`src/rtl/fetch_queue_unit_if.sv`:
```
// Fetch-unit bus bundle: instruction-memory read port plus the IF->ID
// valid/ready handshake. The fetch unit is the master side.
interface fetch_queue_unit_if #(
    parameter int PC_W  = 9,
    parameter int INS_W = 32
);
    logic             imem_rd_en;
    logic [PC_W-1:0]  imem_addr;
    logic [INS_W-1:0] imem_data;
    logic             id_valid;
    logic             id_ready;
    logic [PC_W-1:0]  id_pc;
    logic [INS_W-1:0] id_instr;

    modport master (
        output imem_rd_en, imem_addr,
        input  imem_data,
        output id_valid, id_pc, id_instr,
        input  id_ready
    );

    modport slave (
        input  imem_rd_en, imem_addr,
        output imem_data,
        input  id_valid, id_pc, id_instr,
        output id_ready
    );
endinterface

```
`src/rtl/fetch_queue_unit.sv`:
```
// IF stage for the 5-stage RV32 pipeline: owns the PC, issues reads to a
// 1-cycle synchronous instruction memory and queues {pc, instr} pairs in a
// small FIFO drained by ID. Supports redirect (full squash) and halt.
module fetch_queue_unit #(
    parameter int PC_W     = 9,
    parameter int INS_W    = 32,
    parameter int DEPTH    = 4,
    parameter int PC_STEP  = 4,
    parameter int RESET_PC = 0
) (
    input  logic                       clk,
    input  logic                       reset,
    fetch_queue_unit_if.master         bus,
    input  logic                       redirect,
    input  logic [PC_W-1:0]            redirect_pc,
    input  logic                       halt,
    output logic [$clog2(DEPTH+1)-1:0] occupancy
);
    localparam int              CNT_W   = $clog2(DEPTH + 1);
    localparam int              PTR_W   = $clog2(DEPTH);
    localparam logic [PC_W-1:0] PC_INC  = PC_W'(PC_STEP);
    localparam logic [PC_W-1:0] PC_RST  = PC_W'(RESET_PC);
    localparam logic [CNT_W:0]  DEPTH_C = (CNT_W + 1)'(DEPTH);

    logic [PC_W-1:0]  fetch_pc;
    logic [PC_W-1:0]  tag_pc;
    logic             inflight;
    logic [PTR_W-1:0] wr_ptr;
    logic [PTR_W-1:0] rd_ptr;
    logic [CNT_W-1:0] count;
    logic [PC_W-1:0]  pc_mem  [DEPTH];
    logic [INS_W-1:0] ins_mem [DEPTH];

    logic [CNT_W:0]   credits_used;
    logic             issue;
    logic             push;
    logic             pop;

    // Issue credit, fill and drain decisions for the current cycle.
    always_comb begin
        // The inflight read already owns a FIFO slot, so it counts against
        // the credit; a same-cycle pop is deliberately not credited back.
        credits_used = {1'b0, count} + {{CNT_W{1'b0}}, inflight};
        issue        = !reset && !redirect && !halt && (credits_used < DEPTH_C);
        push         = inflight && !redirect;
        pop          = (count != '0) && bus.id_ready && !redirect;
    end

    assign bus.imem_rd_en = issue;
    assign bus.imem_addr  = fetch_pc;
    assign bus.id_valid   = (count != '0);
    assign bus.id_pc      = bus.id_valid ? pc_mem[rd_ptr]  : '0;
    assign bus.id_instr   = bus.id_valid ? ins_mem[rd_ptr] : '0;
    assign occupancy      = count;

    // PC, inflight tracking and FIFO pointer/count bookkeeping.
    always_ff @(posedge clk) begin
        // NOTE: state flops use non-blocking assignments so every branch reads
        // the pre-edge values of count, pointers and fetch_pc.
        if (reset) begin
            fetch_pc <= PC_RST;
            tag_pc   <= '0;
            inflight <= 1'b0;
            wr_ptr   <= '0;
            rd_ptr   <= '0;
            count    <= '0;
        end else if (redirect) begin
            fetch_pc <= redirect_pc;
            inflight <= 1'b0;
            wr_ptr   <= '0;
            rd_ptr   <= '0;
            count    <= '0;
        end else begin
            inflight <= issue;
            if (issue) begin
                tag_pc   <= fetch_pc;
                fetch_pc <= fetch_pc + PC_INC;
            end
            if (push) wr_ptr <= wr_ptr + PTR_W'(1);
            if (pop)  rd_ptr <= rd_ptr + PTR_W'(1);
            case ({push, pop})
                2'b10:   count <= count + CNT_W'(1);
                2'b01:   count <= count - CNT_W'(1);
                default: count <= count;
            endcase
        end
    end

    // FIFO storage write: capture the returning instruction with its PC.
    always_ff @(posedge clk) begin
        // NOTE: storage has no reset; count gates id_valid and the outputs are
        // forced to zero when empty, so stale entries are never observable.
        if (push && !reset) begin
            pc_mem[wr_ptr]  <= tag_pc;
            ins_mem[wr_ptr] <= bus.imem_data;
        end
    end
endmodule
```
`src/flat_wrapper.sv`:
```
// flat-port wrapper written by rule: the top's interface ports become plain ports
module fetch_queue_unit_flat 
#(
    parameter int PC_W     = 9,
    parameter int INS_W    = 32,
    parameter int DEPTH    = 4,
    parameter int PC_STEP  = 4,
    parameter int RESET_PC = 0
)
  (clk, reset, redirect, redirect_pc, halt, occupancy, bus_imem_rd_en, bus_imem_addr, bus_imem_data, bus_id_valid, bus_id_pc, bus_id_instr, bus_id_ready);
  fetch_queue_unit_if #(.PC_W(PC_W), .INS_W(INS_W)) bus_i ();
  input  logic clk;
  input  logic reset;
  input  logic redirect;
  input  logic [PC_W-1:0] redirect_pc;
  input  logic halt;
  output logic [$clog2(DEPTH+1)-1:0] occupancy;
  output wire logic [$bits(bus_i.imem_rd_en)-1:0] bus_imem_rd_en;
  output wire logic [$bits(bus_i.imem_addr)-1:0] bus_imem_addr;
  input wire logic [$bits(bus_i.imem_data)-1:0] bus_imem_data;
  output wire logic [$bits(bus_i.id_valid)-1:0] bus_id_valid;
  output wire logic [$bits(bus_i.id_pc)-1:0] bus_id_pc;
  output wire logic [$bits(bus_i.id_instr)-1:0] bus_id_instr;
  input wire logic [$bits(bus_i.id_ready)-1:0] bus_id_ready;
  assign bus_imem_rd_en = bus_i.imem_rd_en;
  assign bus_imem_addr = bus_i.imem_addr;
  assign bus_i.imem_data = bus_imem_data;
  assign bus_id_valid = bus_i.id_valid;
  assign bus_id_pc = bus_i.id_pc;
  assign bus_id_instr = bus_i.id_instr;
  assign bus_i.id_ready = bus_id_ready;
  fetch_queue_unit #(.PC_W(PC_W), .INS_W(INS_W), .DEPTH(DEPTH), .PC_STEP(PC_STEP), .RESET_PC(RESET_PC)) u_core (.clk(clk), .reset(reset), .bus(bus_i), .redirect(redirect), .redirect_pc(redirect_pc), .halt(halt), .occupancy(occupancy));
endmodule
```
`config.mk`:
```
export PLATFORM = sky130hd
export DESIGN_NAME = fetch_queue_unit_flat
export DESIGN_NICKNAME = d
export VERILOG_FILES = /design/src/rtl/fetch_queue_unit_if.sv /design/src/rtl/fetch_queue_unit.sv /design/src/flat_wrapper.sv
export SDC_FILE = /design/constraint.sdc
export NUM_CORES = 1
export LEC_CHECK = 0
export ABC_AREA = 1
export BUFFER_PORTS_ARGS = -buffer_cell sky130_fd_sc_hd__buf_2
export CAP_MARGIN = 20
export CORE_ASPECT_RATIO = 2
export CORE_UTILIZATION = 25
export DETAILED_ROUTE_END_ITERATION = 12
export SLEW_MARGIN = 40
export SYNTH_ARGS = -nofsm -noshare
export SYNTH_HDL_FRONTEND = slang
export SYNTH_SLANG_ARGS = --single-unit
```
`constraint.sdc`:
```
create_clock -name clk -period 3.4 [get_ports clk]
set_input_delay 0.85 -clock clk [delete_from_list [all_inputs] [get_ports clk]]
set_output_delay 0.85 -clock clk [all_outputs]
set_load 0.05 [all_outputs]
```
# Word-level counts from Yosys, hierarchy flattened
# Memories as Yosys holds them, arrays and structs flattened. A register that Yosys moved wholly into a read port is not among the register bits.
# Index checks and enable logic that the tools add are counted.
# word_totals
n_memories	2
in_bits	46
latch_bits	0
ff_bits	26
out_inout_bits	55
elab_cells	44
ram_bits	164
mem_bits_ro	0
# memory_table
memory	depth	width	rd	rd_clocked_by_memory_dff	wr	line	source
u_core.ins_mem	4	32	1	1	1	fetch_queue_unit.sv:32	logic [INS_W-1:0] ins_mem [DEPTH];
u_core.pc_mem	4	9	1	1	1	fetch_queue_unit.sv:31	logic [PC_W-1:0] pc_mem [DEPTH];
# classes
mux	11
n_eq_ne	2
n_reduce_logical	15
div	0
n_addsub	6
bitwise_logic	1
n_shift	0
multipliers	0
n_lt_le_gt_ge	1
# ops
op	count
$mux W32	1
$mux W9	3
$add A9 B3 Y9 const B	1
$mux W2	4
$logic_and A1 B1 Y1	7
$pmux W3 S2	1
$add A2 B1 Y2 const B	2
$add A3 B1 Y4	1
$lt A4 B3 Y1 const B	1
$reduce_bool A2 Y1	2
$add A3 B1 Y3 const B	1
$logic_not A1 Y1	3
$reduce_bool A3 Y1	1
$sub A3 B1 Y3 const B	1
$eq A2 B1 Y1 const B	1
$eq A2 B2 Y1 const B	1
$mux W1	2
$reduce_and A2 Y1	1
$reduce_or A2 Y1	1
$not A1 Y1	1

# Logic depth before layout (Yosys ltp)
# logic_depth
word_depth	6
depth_mapped	11
mapped_depth_nobuf	11

# Worst setup path before layout
# Ideal clock, no wire load.
# synth_timing
kind	input to register
start	input redirect
end	memory u_core.ins_mem[0][0], enable pin
setup_slack_ns	0.079
setup_time_ns	0.439
path_stages	3
path_buffers	0
arrival_time_ns	2.881
required_ns	2.961
cell_sequence	nor2_4 nand2_1 nor2_1
# synth_via
elab_chain_cells	5
# synth_rtl
element	line	source
start: declaration	flat_wrapper.sv:14	input logic redirect;
$logic_not A1 Y1	fetch_queue_unit.sv:45	push = inflight && !redirect;
$logic_and A1 B1 Y1	fetch_queue_unit.sv:45	
$logic_and A1 B1 Y1	fetch_queue_unit.sv:93	if (push && !reset) begin
$mux W1	fetch_queue_unit.sv:93	
$mux W1 (not written as such)	fetch_queue_unit.sv:95	ins_mem[wr_ptr] <= bus.imem_data;
end: declaration	fetch_queue_unit.sv:32	
# Every way passes these cells.

# Worst setup path in the final report
# layout_timing
start	register u_core.count[0] (netlist: u_core.occupancy[0])
end	output bus_id_instr[27]
# layout_via
elab_chain_cells	2
# layout_rtl
element	line	source
start: declaration	fetch_queue_unit.sv:30	logic [CNT_W-1:0] count;
start signal: assignment	fetch_queue_unit.sv:82	2'b10: count <= count + CNT_W'(1);
start signal: assignment	fetch_queue_unit.sv:83	2'b01: count <= count - CNT_W'(1);
start signal: assignment	fetch_queue_unit.sv:84	default: count <= count;
$reduce_bool A3 Y1	fetch_queue_unit.sv:51	assign bus.id_valid = (count != '0);
$mux W32	fetch_queue_unit.sv:53	assign bus.id_instr = bus.id_valid ? ins_mem[rd_ptr] : '0;
end: declaration	flat_wrapper.sv:23	output wire logic [$bits(bus_i.id_instr)-1:0] bus_id_instr;
# Every way passes these cells.

==> results by group <==
Layout
  • Area growth, synth to finish: 20.9%
  • Layout cells sized above 1: 20.7%
  • Most common cell after layout, fill and taps aside: nor2_1
  • Commonest cells after routing, fill and taps aside: 194 x nor2_1, 164 x edfxtp_1, 100 x buf_2, 89 x o21ai_0, 53 x a21oi_1
  • Final Core Density: 30.8%
  • Nets: 813
  • Antenna diodes: 0
  • Final Cell Area: around 9300 um2
  • Non-filler instance count after layout: 1141

Placement
  • Dpl cells: around 1100
  • GP Congestion: 0.767
  • Placed cell areas: 8660 um2
  • Port Buffers: 100
  • Pre-CTS setup slack: 0.579 ns
  • Post-DP HPWL: 11400 um

Detailed routing
  • Routed vias: 5086
  • Pre-antenna DRT Iters: 4
  • Drt total wl: 18300 um
  • Remaining routing DRC violations: 0
  • Post-route ant nets: 0
  • Drt via density: between 4 and 5
  • Avg WL per Cell: 16.0 um
  • Starting DRC count in detailed routing: 189

Timing
  • RSZ-0062 raised after global routing: no
  • Slew margin rel.: 47.8%
  • Tcrit/Tclk final: 92.1%
  • Final setup violation count: 0
  • Hold Worst Slack: 0.501 ns
  • Minimum clock period: 3.13 ns
  • Final setup slack of the worst path: 0.268 ns
  • Worst Skew: 0.00639 ns
  • Setup TNS: 0 ns
  • Count of final hold-check violations: 0
  • Fmax: 319 MHz
  • Max Slew Vio Count: 0
  • Slew at the pin with the worst max-slew slack: 0.782 ns

CTS
  • CTS Buf Count: 17
  • CTS tree: yes
  • CTS sink count: 192
  • Post-CTS sizing: 0
  • Worst-path clk slew: 0.07 ns
  • Post-CTS setup buffers: 0
  • Clk root buf: clkbuf_16
  • Clock Tree Buf Depth: 2
  • Htree depth: 4
  • Clk_lat worst skew: 0.44 ns
  • Hold-fix buffers, CTS: 0

Setup path
  • Worst Path Class, Setup: reg -> out
  • CP top delay family: buffers and inverters
  • Critical Path RT: 2.55 ns
  • CP startpoint kind: register
  • CP Buf/Inv Count: 4
  • FF-to-FF path depth: 11
  • R2r setup slk: 1.33 ns
  • Setup crit end kind: output port
  • RR Startpoint: u_core.occupancy[1]
  • Slowest stage delay, CP: 0.61 ns
  • RR Endpoint: u_core.occupancy[2]
  • Worst setup startpoint: u_core.occupancy[0]
  • Slowest-stage cell, CP: inv_2
  • Worst-path fanout max: 33
  • Worst Path Arrival: 2.28 ns
  • Crit-path cells: inv_1 > nand3_1 > inv_2 > buf_4 > a21oi_1 > buf_2

Synth
  • Area share of fa/ha/maj cells after synthesis: 1.24%
  • Synth cell types: 28
  • Syn Inst Count: about 660
  • FF+latch count, synth: 192
  • Seq/Total Area, Yosys: 71.4%
  • Synth Area in Compound Gates: 10.2%
  • Share of the synthesized area in the top cell type: 64.1%
  • Main synth FF type: edfxtp_1
  • Post-synth ARST share: 0%
  • Synth Area per Inst: roughly 12 um2
  • Post-Synth Simple-Gate Area: 13.0%
  • Top cells by area, synth: edfxtp_1 64%, nor2_1 9.7%, dfxtp_1 7.3%
  • Syn_nets: 717
  • Cell taking the most area after synthesis: edfxtp_1
  • Mapped Area: 7680 um2
  • Post-synthesis mux area share: 0%
  • Post-synth EDFFs: 164
  • XOR/XNOR Fraction of Synth Area: 0.456%
  • Largest family of logic cells by synthesized area: simple AND/OR/NAND/NOR gates
  • Yosys Warn Count: 0

Floorplan
  • Die area: 31500 um2
  • Starting density of the core: 25.5%
  • Die height: 250 um
  • Die width: 126 um
  • Num rows: 90
  • Core area: 30200 um2
  • I/O Pins: 101

Pwr
  • P_leak: ~3.4 nW
  • Overall Power: 4.87 mW
  • VDD IR max: 0.000357 V
  • PwrDens: 525 nW/um2

Hold path
  • Hold Crit Depth: 2
  • Hold_sp: u_core.rd_ptr[1]
  • Worst min-delay path class: reg -> reg

GRT
  • Congestion Overflow GR: 0
  • Number of global-route vias before repair: 5174
  • Initial antenna violation count: 1
  • First-pass GRT wire length: 28100 um
  • Tot GR Track Use: 12.2%
  • Largest net degree at the start of global routing: 61

Run status
  • Run status: completed

Job
  • Max-cap viol count: 0
## cell families (layout without fill, tap and decap cells)
group | count (synthesis) | in the layout
xor gates and xnor gates | 4 | 4
and+or+nand+nor | 245 | 245
DFF | 192 | 192
AOI/OAI and AO/OA | 155 | 155
adders and majority gates | 7 | 7
buffers and inverters | 61 | 170
## Yosys cell counts (6+ instances only)
cell type	count
o21ai_1	9
dfxtp_1	28
edfxtp_1	164
o21ai_0	89
ha_1	6
inv_1	24
clkbuf_1	14
nand3_1	15
buf_2	15
a21oi_1	53
nand2_1	24
nor2_1	198
## sequential cells by signal (all words and copies together) (netlist names), named ones only
signal,flops
u_core.bus.imem_addr,9
u_core.pc_mem,36
u_core.occupancy,3
u_core.tag_pc,9
u_core.rd_ptr,2
u_core.wr_ptr,2
u_core.inflight,1
u_core.ins_mem,128
## power breakdown
part           leakage, nW  internal (mW)  switching, mW
logic                 1.39         0.0514          0.126
clock network        0.293           1.24          0.870
registers             1.68           2.57         0.0196
total                 3.37           3.86           1.02
## area by class of cell
class | instances | area (um2)
flip-flops and latches | 192 | 5490
clock buffers | 17 | 425
inverters | 26 | 97.6
fillers | 3115 | 20900
repair buffers | 112 | 666
well taps | 368 | 460
clock inverters | 15 | 206
multi-input cells | 411 | 1940
## per-layer routing
layer / vias up / GRT usage, % / share of wire (%)
met5: - / 0 / 0.093
met4: 2 / 6.02 / 2.8
met3: 29 / 2.85 / 3.2
met2: 94 / 23.2 / 56
met1: 2466 / 12.0 / 38
li1: 2495 / - / -
## worst min-delay path, cell delays in order, from the launching register on
cell     delay (ns)
dfxtp_1        0.32
nand2_1        0.06
a21oi_1        0.07
## how the worst max path moves through the flow
stage | end | slack (ns) | depth (start not counted)
2_1_floorplan | u_core.ins_mem[0][0] | 0.08 | 3
3_3_place_gp | u_core.occupancy[2] | 0.56 | 10
3_5_place_dp | u_core.occupancy[2] | 0.58 | 10
4_1_cts | bus_id_instr[27] | 0.15 | 6
5_1_grt | bus_id_instr[27] | 0.06 | 6
6_report | bus_id_instr[27] | 0.27 | 6
(Power assumes the default switching activity.)
